<file path="src/rtl/cpu_pkg.sv">
`default_nettype none
// ============================================================================
//  Module      : cpu_pkg
//  Description : Shared CPU constants for the instruction memory and its loader
//  Revision    : 1.0
// ============================================================================
package cpu_pkg;

    localparam int IMEM_DEPTH = 128;
    localparam int WORD_W     = 32;

    localparam logic [1:0] LD_IDLE   = 2'd0;
    localparam logic [1:0] LD_HEADER = 2'd1;
    localparam logic [1:0] LD_LOAD   = 2'd2;
    localparam logic [1:0] LD_DONE   = 2'd3;

endpackage
`default_nettype wire

</file>
<file path="src/rtl/imem_loader_if.sv">
`default_nettype none
// ============================================================================
//  Module      : imem_loader_if
//  Description : Byte stream input and instruction memory write port bundle
//  Revision    : 1.0
// ============================================================================
interface imem_loader_if
    import cpu_pkg::*;
#(
    parameter int ADDR_W = 32
);

    logic [7:0]        in_data;
    logic              in_valid;
    logic              in_ready;
    logic              wr_en;
    logic [ADDR_W-1:0] wr_addr;
    logic [WORD_W-1:0] wr_data;

    // Upstream byte source plus memory write port observer
    modport master (
        output in_data,
        output in_valid,
        input  in_ready,
        input  wr_en,
        input  wr_addr,
        input  wr_data
    );

    // Loader side
    modport slave (
        input  in_data,
        input  in_valid,
        output in_ready,
        output wr_en,
        output wr_addr,
        output wr_data
    );

endinterface
`default_nettype wire

</file>
<file path="src/rtl/imem_loader_byte_assembler.sv">
`default_nettype none
// ============================================================================
//  Module      : byte_assembler
//  Description : Big-endian 4-byte shift register with a wrapping byte counter
//  Revision    : 1.0
// ============================================================================
module byte_assembler
    import cpu_pkg::*;
(
    input  wire logic              clk,
    input  wire logic              reset,
    input  wire logic              i_clear,
    input  wire logic              i_shift_en,
    input  wire logic [7:0]        i_byte,
    output logic                   o_word_ready,
    output logic [WORD_W-1:0]      o_word
);

    logic [WORD_W-1:0] r_shift;
    logic [1:0]        r_cnt;

    // o_word already includes the byte being accepted, so the word is usable
    // on the same edge that completes it.
    assign o_word       = {r_shift[WORD_W-9:0], i_byte};
    assign o_word_ready = i_shift_en && (r_cnt == 2'd3);

    always_ff @(posedge clk) begin
        if (reset || i_clear) begin
            r_shift <= '0;
            r_cnt   <= 2'd0;
        end else if (i_shift_en) begin
            r_shift <= o_word;
            r_cnt   <= r_cnt + 2'd1;
        end
    end

endmodule
`default_nettype wire

</file>
<file path="src/rtl/imem_loader.sv">
`default_nettype none
// ============================================================================
//  Module      : imem_loader
//  Description : Streams a length-prefixed program image into instruction
//                memory and holds the CPU in reset until it is loaded
//  Revision    : 1.0
// ============================================================================
module imem_loader
    import cpu_pkg::*;
#(
    parameter int DEPTH  = IMEM_DEPTH,
    parameter int ADDR_W = 32
)(
    input  wire logic      clk,
    input  wire logic      reset,
    input  wire logic      start,
    imem_loader_if.slave   bus,
    output logic           cpu_hold,
    output logic           done,
    output logic           overflow
);

    localparam int                IDX_W      = $clog2(DEPTH) + 1;
    localparam int                PAD_W      = ADDR_W - IDX_W - 2;
    localparam logic [WORD_W-1:0] C_DEPTH_W  = WORD_W'(DEPTH);
    localparam logic [IDX_W-1:0]  C_DEPTH_I  = IDX_W'(DEPTH);
    localparam logic [IDX_W-1:0]  C_ONE_I    = IDX_W'(1);

    logic [1:0]         r_state;
    logic               r_in_ready;
    logic               r_wr_en;
    logic [ADDR_W-1:0]  r_wr_addr;
    logic [WORD_W-1:0]  r_wr_data;
    logic               r_cpu_hold;
    logic               r_done;
    logic               r_overflow;
    logic [IDX_W-1:0]   r_word_idx;
    logic [IDX_W-1:0]   r_target;

    logic               w_shift_en;
    logic               w_start_ok;
    logic               w_word_ready;
    logic [WORD_W-1:0]  w_word;

    assign w_shift_en = bus.in_valid && r_in_ready;
    assign w_start_ok = start && ((r_state == LD_IDLE) || (r_state == LD_DONE));

    byte_assembler u_asm (
        .clk          (clk),
        .reset        (reset),
        .i_clear      (w_start_ok),
        .i_shift_en   (w_shift_en),
        .i_byte       (bus.in_data),
        .o_word_ready (w_word_ready),
        .o_word       (w_word)
    );

    always_ff @(posedge clk) begin
        if (reset) begin
            r_state    <= LD_IDLE;
            r_in_ready <= 1'b0;
            r_wr_en    <= 1'b0;
            r_wr_addr  <= '0;
            r_wr_data  <= '0;
            r_cpu_hold <= 1'b1;
            r_done     <= 1'b0;
            r_overflow <= 1'b0;
            r_word_idx <= '0;
            r_target   <= '0;
        end else begin
            r_wr_en <= 1'b0;
            case (r_state)
                LD_IDLE, LD_DONE: begin
                    if (start) begin
                        r_state    <= LD_HEADER;
                        r_in_ready <= 1'b1;
                        r_cpu_hold <= 1'b1;
                        r_done     <= 1'b0;
                        r_overflow <= 1'b0;
                        r_word_idx <= '0;
                    end
                end
                LD_HEADER: begin
                    if (w_word_ready) begin
                        if (w_word == '0) begin
                            r_state    <= LD_DONE;
                            r_in_ready <= 1'b0;
                            r_cpu_hold <= 1'b0;
                            r_done     <= 1'b1;
                        end else begin
                            r_state <= LD_LOAD;
                            if (w_word > C_DEPTH_W) begin
                                r_overflow <= 1'b1;
                                r_target   <= C_DEPTH_I;
                            end else begin
                                r_target   <= w_word[IDX_W-1:0];
                            end
                        end
                    end
                end
                LD_LOAD: begin
                    if (r_wr_en) begin
                        // Index stays on the last word so it never reaches DEPTH.
                        if (r_word_idx == r_target - C_ONE_I) begin
                            r_state    <= LD_DONE;
                            r_in_ready <= 1'b0;
                            r_cpu_hold <= 1'b0;
                            r_done     <= 1'b1;
                        end else begin
                            r_in_ready <= 1'b1;
                            r_word_idx <= r_word_idx + C_ONE_I;
                        end
                    end else if (w_word_ready) begin
                        r_wr_en    <= 1'b1;
                        r_wr_data  <= w_word;
                        r_wr_addr  <= {{PAD_W{1'b0}}, r_word_idx, 2'b00};
                        r_in_ready <= 1'b0;
                    end
                end
                default: r_state <= LD_IDLE;
            endcase
        end
    end

    assign bus.in_ready = r_in_ready;
    assign bus.wr_en    = r_wr_en;
    assign bus.wr_addr  = r_wr_addr;
    assign bus.wr_data  = r_wr_data;
    assign cpu_hold     = r_cpu_hold;
    assign done         = r_done;
    assign overflow     = r_overflow;

endmodule
`default_nettype wire

</file>
<file path="src/flat_wrapper.sv">
// flat-port wrapper written by rule: the top's interface ports become plain ports
module imem_loader_flat import cpu_pkg::*;
#(
    parameter int DEPTH  = IMEM_DEPTH,
    parameter int ADDR_W = 32
)
  (clk, reset, start, cpu_hold, done, overflow, bus_in_data, bus_in_valid, bus_in_ready, bus_wr_en, bus_wr_addr, bus_wr_data);
  imem_loader_if #(.ADDR_W(ADDR_W)) bus_i ();
  input  wire logic clk;
  input  wire logic reset;
  input  wire logic start;
  output logic cpu_hold;
  output logic done;
  output logic overflow;
  input wire logic [$bits(bus_i.in_data)-1:0] bus_in_data;
  input wire logic [$bits(bus_i.in_valid)-1:0] bus_in_valid;
  output wire logic [$bits(bus_i.in_ready)-1:0] bus_in_ready;
  output wire logic [$bits(bus_i.wr_en)-1:0] bus_wr_en;
  output wire logic [$bits(bus_i.wr_addr)-1:0] bus_wr_addr;
  output wire logic [$bits(bus_i.wr_data)-1:0] bus_wr_data;
  assign bus_i.in_data = bus_in_data;
  assign bus_i.in_valid = bus_in_valid;
  assign bus_in_ready = bus_i.in_ready;
  assign bus_wr_en = bus_i.wr_en;
  assign bus_wr_addr = bus_i.wr_addr;
  assign bus_wr_data = bus_i.wr_data;
  imem_loader #(.DEPTH(DEPTH), .ADDR_W(ADDR_W)) u_core (.clk(clk), .reset(reset), .start(start), .bus(bus_i), .cpu_hold(cpu_hold), .done(done), .overflow(overflow));
endmodule
</file>
<file path="config.mk">
export PLATFORM = sky130hd
export DESIGN_NAME = imem_loader_flat
export DESIGN_NICKNAME = d
export VERILOG_FILES = /design/src/rtl/cpu_pkg.sv /design/src/rtl/imem_loader_if.sv /design/src/rtl/imem_loader_byte_assembler.sv /design/src/rtl/imem_loader.sv /design/src/flat_wrapper.sv
export SDC_FILE = /design/constraint.sdc
export NUM_CORES = 1
export LEC_CHECK = 0
export ABC_CLOCK_PERIOD_IN_PS = 6000
export CELL_PAD_IN_SITES_DETAIL_PLACEMENT = 0
export CELL_PAD_IN_SITES_GLOBAL_PLACEMENT = 1
export CORE_MARGIN = 8
export CORE_UTILIZATION = 35
export CTS_BUF_LIST = sky130_fd_sc_hd__clkbuf_4 sky130_fd_sc_hd__clkbuf_8
export DETAILED_ROUTE_END_ITERATION = 12
export GPL_ROUTABILITY_DRIVEN = 0
export MAX_ROUTING_LAYER = met4
export PLACE_DENSITY = 0.76
export SLEW_MARGIN = 20
export SYNTH_ARGS = -nofsm -noshare
export SYNTH_HDL_FRONTEND = slang
export SYNTH_SLANG_ARGS = --single-unit
</file>
<file path="constraint.sdc">
create_clock -name clk -period 6 [get_ports clk]
set_input_delay 0.6 -clock clk [delete_from_list [all_inputs] [get_ports clk]]
set_output_delay 0.6 -clock clk [all_outputs]
set_load 0.1 [all_outputs]
</file>
Word level (Yosys, flattened, before mapping). Cells that the tools add are included.

Register bits after elaboration: 89. Input port bits: 12. Output and inout port bits: 69.

Eq/ne operators: 14. $lt $le $gt $ge: 1. Bitwise gates (word level): 3. Reduce and logical (&&, ||, !) cells: 18. Multiplexer cells: 32. Add/sub/neg operators: 3.

Operators by type and width (number): 32-bit by 8-bit greater-than comparator with 1-bit output, second input constant (1); 32-bit logical NOT (1); 8-bit two-way mux (4); 1-bit two-way mux (18); 8-bit one-hot mux with 2 select lines (1); 4-bit AND reduction (3); 5-bit AND reduction (2); 1-bit one-hot mux with 3 select lines (3); 8-bit by 1-bit adder with 8-bit output, second input constant (1); 8-bit == test (1); 2-bit two-way mux (4); 2-bit by 1-bit != test with 1-bit output, second input constant (4); 2-bit != test, second input constant (4); 8-bit by 1-bit subtractor with 8-bit output, second input constant (1); 2-bit == test, second input constant (3); 2-bit one-hot mux with 3 select lines (1); 3-bit AND reduction (2); 2-bit nonzero test (2); 1-bit logical AND (3); 3-bit by 2-bit != test with 1-bit output, second input constant (1); 1-bit NOT (3); 3-bit OR reduction (1); 2-bit by 1-bit adder with 2-bit output, second input constant (1); 2-bit by 1-bit == test with 1-bit output, second input constant (1); 4 further kinds (5).

Longest topological paths before layout.
Depth in word-level cells: 5. Depth in mapped cells: 10. Depth with buffers taken out: 9.

Modules after synthesis. From an unflattened synthesis, not the netlist that was laid out.

Cell total of the unflattened synthesis: 479. Area, all modules: 4142.7 um^2.

By module, submodules not included: imem_loader (seq. area each 1261.2 um^2, cells an instance 384, area each 3103.0 um^2, times used 1); byte_assembler (seq. area each 520.5 um^2, cells an instance 95, area each 1039.7 um^2, times used 1).

Least setup slack after synthesis. OpenSTA, ideal clock, no wires.

Kind: reg-to-reg. Start point: register u_core.r_in_ready, in the netlist u_core.bus.in_ready. End point: register u_core.r_wr_addr[8], in the netlist u_core.bus.wr_addr[8]. Data arrival time: 2.269 ns. Setup time: 0.070 ns. Data required time: 5.930 ns. Path buffers: 2. Period minus slack after synthesis: 2.339 ns. Path slack: 3.661 ns. Cell stages (with the launch flop): 8. Path through: dfxtp_1 -> and2_1 -> clkbuf_1 -> nand2_1 -> nor2_1 -> clkbuf_1 -> nand2_1 -> a21oi_1.

Cells in the longest elaborated chain, start to end: 3.

Ends and longest elaborated chain: start, declared (RTL line imem_loader.sv:30) `logic r_in_ready;`; start signal, assigned (RTL line imem_loader.sv:61) `r_in_ready <= 1'b0;`; start signal, assigned (RTL line imem_loader.sv:76) `r_in_ready <= 1'b1;`; start signal, assigned (RTL line imem_loader.sv:87) `r_in_ready <= 1'b0;`; 1-bit logical AND (RTL line imem_loader.sv:45) `assign w_shift_en = bus.in_valid && r_in_ready;`; 1-bit logical AND (RTL line imem_loader_byte_assembler.sv:25) `assign o_word_ready = i_shift_en && (r_cnt == 2'd3);`; 3-bit AND reduction (no source line); end signal, assigned (RTL line imem_loader.sv:116) `r_wr_addr <= {{PAD_W{1'b0}}, r_word_idx, 2'b00};`; end, declared (RTL line imem_loader.sv:32) `logic [ADDR_W-1:0] r_wr_addr;`.

Every way passes these cells. A chain may end at the register's enable or synchronous reset.

Final worst setup path.
Start point: input bus_in_valid. End point: register u_core.r_wr_data[8], in the netlist u_core.bus.wr_data[8].

Cells in the longest elaborated chain, start to end: 3.

Ends and longest elaborated chain: start, declared (RTL line flat_wrapper.sv:16) `input wire logic [$bits(bus_i.in_valid)-1:0] bus_in_valid;`; 1-bit logical AND (RTL line imem_loader.sv:45); 1-bit logical AND (RTL line imem_loader_byte_assembler.sv:25); 3-bit AND reduction (no source line); end signal, assigned (RTL line imem_loader.sv:115) `r_wr_data <= w_word;`; end, declared (RTL line imem_loader.sv:33) `logic [WORD_W-1:0] r_wr_data;`.

Every way passes these cells.

==> metrics.cfg <==
[status]
status=finished, final reports clean

[clocking]
post_cts_resized=0
ctsHoldBuffers=0
cts.sinks=89
clk_pin_slew_ns=0.08
cts_buffer_depth=2
cts_made_buffers=9
cts_root_buf=clkbuf_8
clkLatencyLatePin_ns=0.36
cts_setup_buffers=0
cts_tree=yes
htreeDepth=3

[floorplanning]
io_pins=81
initial_core_util=0.359
core-area_um2=10800
die_area_um2=14700
die_w_um=121
die_h_um=121
num_rows=38

[power_and_ir_drop]
peakVddDrop_uv=128
finalPower_w=0.00148
p_per_area_nw_per_um2=318
p_leak_nw=1.55

[worst_setup_path]
cp-end-kind=register
critical_path.max_stage_delay_ns=0.79
cp.required_ns=6.28
cpMostUsedCell=nand2_1
startpoint_type=input port
path_cells=clkdlybuf4s50_1 > and2_1 > nand2_1 > nor2_2 > buf_4 > nand2_1 > a21oi_1
cp_top_family=simple AND/OR/NAND/NOR gates
crit_arrival_ns=3.45
r2r_slack_ns=3.12
path_buf_inv=2
critical_path_peak_fanout=28
rr_startpoint=u_core.bus.in_ready$_SDFFE_PP0P_
reg2reg_depth=6
critPathSlowestCell=and2_1
critical_path_class=in2reg
r2r-end=u_core.bus.wr_data[8]$_SDFFE_PP0P_

[timing]
finalHoldWorstSlack_ns=0.455
relSlewSlack=0.333
setup_viol=0
slew_violations=0
tightest_slew_ns=1.00
hold_viol_final=0
max_freq_ghz=0.316
min_period_over_period=0.528
grt_setup_unrepaired=no
finalCriticalPeriod_ns=3.17
fin_skew_ns=0.0147
fin_setup_tns_ns=0

[worst_hold_path]
whs_path_depth=2
hold_end=u_core.bus.wr_data[24]$_SDFFE_PP0P_
min_from=u_core.bus.wr_data[24]$_SDFFE_PP0P_
worstHoldPathType=reg2reg

[drt]
postRouteAntennaNets=0
drtPass1Iterations=4
vias=3353
wl_per_cell_um=14.1
drtIter0Drc=209
viasPerCell=4.92
drt_wl_total_mm=9.61
drc_errors=0

[cells_and_area]
seqCellArea_um2=1780
layout.nets=553
fillers=1164
fin_cells=681
post-route-util=0.429
diodes=0
multiInputGateArea_um2=1880
drive_above_1_share=0.0591
syn2layout_area_growth_pct=19.6

[yosys]
ys_types=51
synth_most_common_cell=nand2_1
synth_ff_type=dfxtp_1
syn-instance-count=493
yosysSeqAreaShare=0.458
postSynth.asyncResetShare=0
synth_top_area_share=0.458
synth_edf_count=0
yosys-top-cells-area=dfxtp_1 (46%), nand2_1 (14%), a21oi_1 (10%)
syn_area_per_cell_um2=7.89
syn-cell-area_um2=3890
ys_ff_latch=89
synth_top_area_cell=dfxtp_1
ys_top_cells_by_count=nand2_1 (148), dfxtp_1 (89), a21oi_1 (80)
yosys_warnings=0

[flow_run]
cap_violations=0

[placement]
io_buffer_count=56
hpwl_mm=6.90
dp_cells=665

[global_routing]
antenna_found_initial=0
grt_pass1_wl_mm=16.2
grt_use_total=0.139
grt_max_degree=64
overflow=0
grt_pass1_vias=3277

-- worst max path at each step --
stage | start | to | slack, ns | cells past startpoint
2_1_floorplan | u_core.bus.in_ready$_SDFFE_PP0P_ | u_core.bus.wr_addr[8]$_SDFFE_PP0P_ | 3.66 | 7
3_3_place_gp | bus_in_valid | u_core.bus.wr_data[21]$_SDFFE_PP0P_ | 2.57 | 7
3_5_place_dp | bus_in_valid | u_core.bus.wr_data[8]$_SDFFE_PP0P_ | 2.45 | 7
4_1_cts | bus_in_valid | u_core.bus.wr_data[8]$_SDFFE_PP0P_ | 2.81 | 7
5_1_grt | bus_in_valid | u_core.bus.wr_data[8]$_SDFFE_PP0P_ | 2.57 | 7
6_report | bus_in_valid | u_core.bus.wr_data[8]$_SDFFE_PP0P_ | 2.83 | 7
-- through the flow --
stage	worst slack (ns)	instance area (um^2)
finish	2.83	4650
floorplan	3.66	3980
detailed placement	2.45	4450
global placement	2.57	4450
CTS	2.81	4650
global route	2.57	4650
-- report_power, final --
group | switching [W] | leakage (nW) | internal (W)
logic | 0.000319 | 0.721 | 0.000102
clock network | 0.000207 | 0.107 | 0.000214
registers | 0.0000228 | 0.718 | 0.000615
-- layout by cell type, fill, tap and decap left out, types with 3 or more instances in the layout --
| cell type | n |
|---|---|
| o21ai_1 | 4 |
| xor2_1 | 4 |
| nor3_1 | 6 |
| nand2b_1 | 4 |
| conb_1 | 24 |
| nand2_1 | 148 |
| nor4_1 | 6 |
| inv_1 | 9 |
| or4_1 | 3 |
| xnor2_1 | 4 |
| ha_1 | 5 |
| nand4_1 | 7 |
| buf_4 | 3 |
| o21ai_0 | 5 |
| nor2_1 | 12 |
| clkbuf_8 | 10 |
| a21oi_1 | 80 |
| clkdlybuf4s50_1 | 55 |
| dfxtp_1 | 89 |
| or3_1 | 5 |
| nand3_1 | 13 |
-- final cells by class --
cell class              count  area share
clock buffers              12      0.0328
clock inverters             4      0.0113
inverters                   9     0.00726
multi-input cells         368       0.404
flip-flops and latches     89       0.383
well taps                 140      0.0377
repair buffers             59       0.124
-- worst min-delay path, cell delays in order, from the launching register on --
cell and delay [ns]:
dfxtp_1 0.31, nand2_1 0.05, a21oi_1 0.05
-- logic make-up after synthesis --
kind of cell,share of synthesized area
flip-flops,0.458
multiplexers,0.00547
AO/OA/AOI/OAI,0.159
buffers and inverters,0.0820
XOR/XNOR,0.0280
adder cells (fa/ha/maj),0.0161
other,0.000964
AND/OR/NAND/NOR,0.251
-- metal layers --
metal  global-route usage  vias up  share of wire  wire length [um]
li1                     -     1711              -                 -
met1                0.186     1552           0.51              4860
met2                0.197       79           0.43              4110
met3               0.0251       11          0.047               455
met4               0.0694        0          0.019               185
met5                    -        -              0                 0
-- flip-flops by register name (all words and copies together), names as in the netlist, 2 cells and up --
signal,flops
u_core.u_asm.r_cnt,2
u_core.u_asm.r_shift,24
u_core.bus.wr_addr,8
u_core.r_state,2
u_core.bus.wr_data,32
u_core.r_word_idx,8
u_core.r_target,8
(Power assumes the default switching activity.)
